File: src/rtl/sprite_pkg.sv
// sprite_pkg
//   Shared definitions for the sprite drawing path: the layout of one
//   sprite-table entry, default screen dimensions and the drawer FSM states.
//   Used by sprite_drawer and sprite_pixel_calc (and by the loader / VGA top).
package sprite_pkg;

  localparam int ENTRY_W      = 16;
  localparam int SCREEN_W_DEF = 160;
  localparam int SCREEN_H_DEF = 120;

  // One table entry as stored in the sprite RAM, MSB first.
  typedef struct packed {
    logic [5:0] x_off;
    logic [5:0] y_off;
    logic [2:0] colour;
    logic       more;     // 0 marks the last entry of the table
  } sprite_entry_t;

  typedef enum logic [1:0] {
    ST_IDLE  = 2'd0,
    ST_WAIT  = 2'd1,
    ST_EMIT  = 2'd2,
    ST_ISSUE = 2'd3
  } draw_state_t;

endpackage

File: src/rtl/sprite_pixel_calc.sv
// sprite_pixel_calc
//   Combinational: turns one sprite-table entry plus the latched origin into
//   a screen pixel, and decides whether that pixel may be plotted.
// Ports
//   entry    in  16  raw table entry from the sprite RAM
//   base_x   in  8   sprite origin x
//   base_y   in  7   sprite origin y
//   x        out 8   pixel x (low bits of the unwrapped sum)
//   y        out 7   pixel y (low bits of the unwrapped sum)
//   colour   out 3   pixel colour
//   more     out 1   entry is not the last one
//   plot_ok  out 1   pixel is on screen and not transparent
module sprite_pixel_calc
  import sprite_pkg::*;
#(
  parameter int         SCREEN_W   = SCREEN_W_DEF,
  parameter int         SCREEN_H   = SCREEN_H_DEF,
  parameter bit         TRANSP_EN  = 1'b1,
  parameter logic [2:0] TRANSP_COL = 3'b000
) (
  input  logic [ENTRY_W-1:0] entry,
  input  logic [7:0]         base_x,
  input  logic [6:0]         base_y,
  output logic [7:0]         x,
  output logic [6:0]         y,
  output logic [2:0]         colour,
  output logic               more,
  output logic               plot_ok
);

  sprite_entry_t e;
  logic [8:0]    x_full;
  logic [7:0]    y_full;
  logic          on_screen;
  logic          transparent;

  assign e = sprite_entry_t'(entry);

  // One extra bit on each sum so an origin near the edge clips instead of
  // wrapping back onto the left/top of the screen.
  assign x_full = {1'b0, base_x} + {3'b000, e.x_off};
  assign y_full = {1'b0, base_y} + {2'b00, e.y_off};

  assign on_screen   = (x_full < 9'(SCREEN_W)) && (y_full < 8'(SCREEN_H));
  assign transparent = TRANSP_EN && (e.colour == TRANSP_COL);

  assign x       = x_full[7:0];
  assign y       = y_full[6:0];
  assign colour  = e.colour;
  assign more    = e.more;
  assign plot_ok = on_screen && !transparent;

endmodule

File: src/rtl/sprite_drawer.sv
// sprite_drawer
//   Walks a sprite table in the sprite RAM from address 0 and issues one
//   plot strobe per visible entry to the VGA adapter.
// Ports
//   clk         in   1       system clock
//   resetn      in   1       asynchronous active-low reset
//   start       in   1       draw request, honoured only while idle
//   base_x      in   8       origin x, latched on an accepted start
//   base_y      in   7       origin y, latched on an accepted start
//   ram_addr    out  ADDR_W  sprite RAM read address (registered)
//   ram_q       in   16      sprite RAM read data
//   x_out       out  8       pixel x (registered)
//   y_out       out  7       pixel y (registered)
//   colour_out  out  3       pixel colour (registered)
//   plot        out  1       one-cycle write strobe
//   busy        out  1       draw in progress
//   done        out  1       one-cycle pulse after the last entry
module sprite_drawer
  import sprite_pkg::*;
#(
  parameter int         ADDR_W      = 10,
  parameter int         RAM_LATENCY = 2,
  parameter int         SCREEN_W    = SCREEN_W_DEF,
  parameter int         SCREEN_H    = SCREEN_H_DEF,
  parameter bit         TRANSP_EN   = 1'b1,
  parameter logic [2:0] TRANSP_COL  = 3'b000
) (
  input  logic              clk,
  input  logic              resetn,
  input  logic              start,
  input  logic [7:0]        base_x,
  input  logic [6:0]        base_y,
  output logic [ADDR_W-1:0] ram_addr,
  input  logic [ENTRY_W-1:0] ram_q,
  output logic [7:0]        x_out,
  output logic [6:0]        y_out,
  output logic [2:0]        colour_out,
  output logic              plot,
  output logic              busy,
  output logic              done
);

  localparam int                CNT_W    = (RAM_LATENCY > 1) ? $clog2(RAM_LATENCY) : 1;
  localparam logic [CNT_W-1:0]  CNT_LAST = CNT_W'(RAM_LATENCY - 1);
  localparam logic [ADDR_W-1:0] ADDR_TOP = '1;

  draw_state_t       state, state_n;
  logic [CNT_W-1:0]  lat_cnt, lat_cnt_n;
  logic [ADDR_W-1:0] ram_addr_n;
  logic [7:0]        org_x, org_x_n;
  logic [6:0]        org_y, org_y_n;
  logic [7:0]        x_out_n;
  logic [6:0]        y_out_n;
  logic [2:0]        colour_out_n;
  logic              plot_n, busy_n, done_n;
  logic              more_q, more_n;

  logic [7:0] pix_x;
  logic [6:0] pix_y;
  logic [2:0] pix_colour;
  logic       pix_more;
  logic       pix_plot_ok;

  sprite_pixel_calc #(
    .SCREEN_W   (SCREEN_W),
    .SCREEN_H   (SCREEN_H),
    .TRANSP_EN  (TRANSP_EN),
    .TRANSP_COL (TRANSP_COL)
  ) u_pixel_calc (
    .entry   (ram_q),
    .base_x  (org_x),
    .base_y  (org_y),
    .x       (pix_x),
    .y       (pix_y),
    .colour  (pix_colour),
    .more    (pix_more),
    .plot_ok (pix_plot_ok)
  );

  always_ff @(posedge clk or negedge resetn) begin
    if (!resetn) begin
      state      <= ST_IDLE;
      lat_cnt    <= '0;
      ram_addr   <= '0;
      org_x      <= '0;
      org_y      <= '0;
      x_out      <= '0;
      y_out      <= '0;
      colour_out <= '0;
      plot       <= 1'b0;
      busy       <= 1'b0;
      done       <= 1'b0;
      more_q     <= 1'b0;
    end else begin
      state      <= state_n;
      lat_cnt    <= lat_cnt_n;
      ram_addr   <= ram_addr_n;
      org_x      <= org_x_n;
      org_y      <= org_y_n;
      x_out      <= x_out_n;
      y_out      <= y_out_n;
      colour_out <= colour_out_n;
      plot       <= plot_n;
      busy       <= busy_n;
      done       <= done_n;
      more_q     <= more_n;
    end
  end

  always_comb begin
    state_n      = state;
    lat_cnt_n    = lat_cnt;
    ram_addr_n   = ram_addr;
    org_x_n      = org_x;
    org_y_n      = org_y;
    x_out_n      = x_out;
    y_out_n      = y_out;
    colour_out_n = colour_out;
    plot_n       = 1'b0;
    busy_n       = busy;
    done_n       = 1'b0;
    more_n       = more_q;

    case (state)
      ST_IDLE: begin
        if (start) begin
          org_x_n    = base_x;
          org_y_n    = base_y;
          ram_addr_n = '0;
          lat_cnt_n  = '0;
          busy_n     = 1'b1;
          state_n    = ST_WAIT;
        end
      end

      ST_WAIT: begin
        // lat_cnt counts edges since ram_addr last changed; on the
        // RAM_LATENCY-th edge ram_q belongs to the current address.
        if (lat_cnt == CNT_LAST) begin
          x_out_n      = pix_x;
          y_out_n      = pix_y;
          colour_out_n = pix_colour;
          plot_n       = pix_plot_ok;
          more_n       = pix_more;
          state_n      = ST_EMIT;
        end else begin
          lat_cnt_n = lat_cnt + 1'b1;
        end
      end

      ST_EMIT: begin
        // The next read is issued on this same edge, so ST_ISSUE is never
        // occupied as a separate cycle. The top address always ends the table.
        if (more_q && (ram_addr != ADDR_TOP)) begin
          ram_addr_n = ram_addr + 1'b1;
          lat_cnt_n  = '0;
          state_n    = ST_WAIT;
        end else begin
          busy_n  = 1'b0;
          done_n  = 1'b1;
          state_n = ST_IDLE;
        end
      end

      default: begin
        busy_n  = 1'b0;
        state_n = ST_IDLE;
      end
    endcase
  end

endmodule

File: config.mk
export PLATFORM = sky130hd
export DESIGN_NAME = sprite_drawer
export DESIGN_NICKNAME = d
export VERILOG_FILES = /design/src/rtl/sprite_pkg.sv /design/src/rtl/sprite_pixel_calc.sv /design/src/rtl/sprite_drawer.sv
export SDC_FILE = /design/constraint.sdc
export NUM_CORES = 1
export LEC_CHECK = 0
export ABC_AREA = 1
export BUFFER_PORTS_ARGS = -buffer_cell sky130_fd_sc_hd__buf_4
export CAP_MARGIN = 20
export CORE_MARGIN = 2
export CORE_UTILIZATION = 30
export DETAILED_ROUTE_END_ITERATION = 8
export SYNTH_ARGS = -nofsm -noshare
export SYNTH_HDL_FRONTEND = slang
export SYNTH_SLANG_ARGS = --single-unit
File: constraint.sdc
create_clock -name clk -period 2.2 [get_ports clk]
set_clock_uncertainty 0.05 [all_clocks]
set_input_delay 0.11 -clock clk [delete_from_list [all_inputs] [get_ports clk]]
set_output_delay 0.11 -clock clk [all_outputs]
set_load 0.005 [all_outputs]
==> impl_metrics.json <==
{
  "die_area_um2": 10100,
  "rsz0062_at_grt": "false",
  "worstMarginPinSlew_ns": 0.665,
  "r2r_setup_slack_ns": 0.40,
  "via_per_inst": 4.53,
  "slew_violations": 0,
  "synth_nets": 386,
  "cts.sinks": 50,
  "setup_tns_ns": 0,
  "layout_setup_ws_ns": 0.395,
  "cap_violations": 0,
  "syn_inst": 337,
  "sw_frac_of_total_pct": 41.5,
  "area_growth_syn_to_layout_pct": 31.3,
  "cp.required_ns": 2.35,
  "setup_viol": 0,
  "pre_cts_ws_ns": 0.416,
  "core_area_um2": 9110,
  "vdd_drop_max_mv": 0.549,
  "fmax_ghz": 0.554,
  "yosysSeqAreaShare_pct": 45.0,
  "ant_nets": 0,
  "die_y_um": 100,
  "postCtsSetupBuffers": 0,
  "drc": 0,
  "cp_data_arrival_time_ns": 1.95,
  "numCtsBuffers": 5,
  "p_seq_share_pct": 36.5,
  "gp_congestion": 0.773,
  "max_slew_margin_pct": 55.7,
  "crit-reg2reg-launch": "ram_addr[0]",
  "endpoint_kind": "register",
  "grt_usage_pct": 12.9,
  "wire_per_inst_um": 11.7,
  "drt-total-wl_um": 6250,
  "final-hold-violation-count": 0,
  "p_leak_uw": 0.00191,
  "first_global_vias": 2344,
  "critical_path_class": "reg -> reg",
  "grt_pass1_wl_um": 10500,
  "fin_crit_ns": 1.80,
  "startpoint": "ram_addr[0]",
  "cp-endpoint": "ram_addr[3]",
  "clockBufferDepth": 2,
  "pin_count": 65,
  "diodes": 0,
  "clock_latency_ns": 0.30,
  "critPathMaxFanout": 12,
  "first_iter_violations": 62,
  "drive_gt1_share_pct": 22.5,
  "clockPowerShare_pct": 13.4,
  "dp.final_hpwl_um": 4640,
  "r2r_end": "ram_addr[3]",
  "nFillCells": 913,
  "synth-seq-cells": 50,
  "pwr_density_cell_nw_per_um2": 1160,
  "netlist_area_um2": 2780,
  "yosysWarnings": 0,
  "whs_ns": 0.0111,
  "vias": 2416,
  "cts-htree-levels": 2,
  "r2r_cells": 8,
  "hold_path_class": "in -> reg",
  "root_buffer": "clkbuf_8",
  "avgSynthCellArea_um2": 8.26,
  "startpoint_type": "register",
  "yosysUniqueCellTypes": 32,
  "start_util_pct": 30.5,
  "antenna_found_initial": 0,
  "grt-ovfl-total": 0,
  "run_status": "finished, final reports clean",
  "die_w_um": 100,
  "first_pass_iters": 4,
  "rows": 35,
  "place.port_buffers": 64,
  "grt_max_degree": 51,
  "switching_power_uw": 1750,
  "combPwrFrac_pct": 50.1,
  "cts_tree": "built",
  "period_share_pct": 82.0,
  "fin_nets": 470,
  "path_clk_slew_ns": 0.09,
  "intPower_uw": 2470
}
-- cell usage after synthesis --
master / n / area share, %
o21ai_2: 4 / 1.3
buf_2: 1 / 0.18
nand4_1: 4 / 0.90
nand3b_1: 2 / 0.54
xnor2_1: 2 / 0.63
o21ai_0: 1 / 0.18
nand4_2: 1 / 0.45
inv_2: 6 / 0.81
clkbuf_1: 3 / 0.40
nor3b_1: 1 / 0.27
nand2_1: 108 / 15
dfrtp_1: 50 / 45
xor2_1: 6 / 1.9
nand2_2: 6 / 1.3
o211ai_1: 2 / 0.54
a21boi_0: 1 / 0.27
nor2_2: 1 / 0.22
o21ai_1: 14 / 2.5
nor3_1: 3 / 0.54
nand3_1: 19 / 3.4
nand2_4: 1 / 0.40
buf_6: 1 / 0.40
or2_2: 1 / 0.22
nand3_4: 1 / 0.63
mux2_1: 11 / 4.5
nor2_1: 24 / 3.2
inv_1: 34 / 4.6
buf_1: 1 / 0.13
a21oi_1: 12 / 2.2
nor3_4: 1 / 0.58
fa_1: 2 / 1.4
ha_1: 13 / 5.8
-- cell usage in the layout, fill, tap and decap left out, types with 2 or more instances in the layout --
cell type,instances
o21ai_1,14
inv_2,6
xnor2_1,2
o21ai_2,4
clkbuf_8,6
nor2_1,24
ha_1,13
dfrtp_1,50
fa_1,2
nand2_2,6
buf_4,65
mux2_1,11
nand4_1,4
dlygate4sd3_1,18
o211ai_1,2
nor3_1,3
xor2_1,6
nand3b_1,2
nand3_1,19
nand2_1,108
inv_1,34
a21oi_1,12
-- layout make-up --
class | instances | area, um^2 | area share (%)
Clock inverter | 2 | 12.5 | 0.342
Tap cell | 111 | 139 | 3.80
Multi-Input combinational cell | 241 | 1350 | 37.0
Inverter | 40 | 150 | 4.11
Timing Repair Buffer | 83 | 668 | 18.3
Clock buffer | 6 | 82.6 | 2.26
Sequential cell | 50 | 1250 | 34.2
-- critical path, cell delays in order, from the launching register on --
cell and delay, ns:
dfrtp_1 0.44, ha_1 0.21, nand2_2 0.09, nor3_4 0.23, nand4_2 0.16, nand3_4 0.17, nand2_4 0.15, nand2_1 0.14
o21ai_2 0.06
-- how the worst min path moves through the flow --
stage / end / depth (start not counted) / from / slack, ns
floorplan: busy / 0 / resetn / -0.24
global placement: y_out[0] / 1 / resetn / 0.14
detailed placement: org_y[2] / 1 / resetn / 0.14
CTS: org_y[1] / 3 / base_y[1] / 0.003
global route: org_y[1] / 3 / base_y[1] / 0.02
finish: org_y[1] / 3 / base_y[1] / 0.01
-- registers in the layout, indices dropped and copies added, names as in the netlist --
register	cells
org_x	8
ram_addr	10
state	2
lat_cnt	1
plot	1
done	1
more_q	1
y_out	7
org_y	7
x_out	8
colour_out	3
busy	1
-- power by group through the flow --
stage / clock, uW / sequential, uW / combinational [uW]
2_1_floorplan: 0 / 1530 / 1420
3_3_place_gp: 0 / 1560 / 2080
3_5_place_dp: 0 / 1570 / 2120
4_1_cts: 594 / 1550 / 2160
5_1_grt: 635 / 1600 / 2420
6_report: 566 / 1540 / 2110
-- routing by layer --
layer	wire [um]	global-route usage, %
met1	2890	16.7
met5	0	0
met3	281	3.13
met4	46	3.16
met2	3030	21.7
-- what timing repair did --
action / in CTS / in global routing
resized for setup: 0 / 0
hold endpoints to repair: 67 / 0
hold buffers: 18 / 0
-- metrics by stage --
| step | area, um^2 | instances | util, % | total power [uW] |
|---|---|---|---|---|
| after floorplan | 2780 | 337 | - | 2950 |
| after global placement | 3380 | 507 | 37.1 | 3640 |
| after detailed placement | 3380 | 507 | 37.1 | 3690 |
| after CTS | 3650 | 533 | 40.1 | 4310 |
| after global routing | 3650 | 533 | 40.1 | 4650 |
| final | 3650 | 533 | 40.1 | 4220 |
-- cells by family (layout without fill, tap and decap cells) --
| group | count (synthesis) | after routing | synth area share, % |
|---|---|---|---|
| XOR/XNOR | 8 | 8 | 2.52 |
| AND/OR/NAND/NOR | 173 | 173 | 27.3 |
| multiplexers | 11 | 11 | 4.45 |
| buffers and inverters | 46 | 131 | 6.52 |
| AO/OA/AOI/OAI | 34 | 34 | 6.92 |
| adder cells (fa/ha/maj) | 15 | 15 | 7.28 |
| flip-flops | 50 | 50 | 45.0 |
Power figures use the tool's default switching activity.
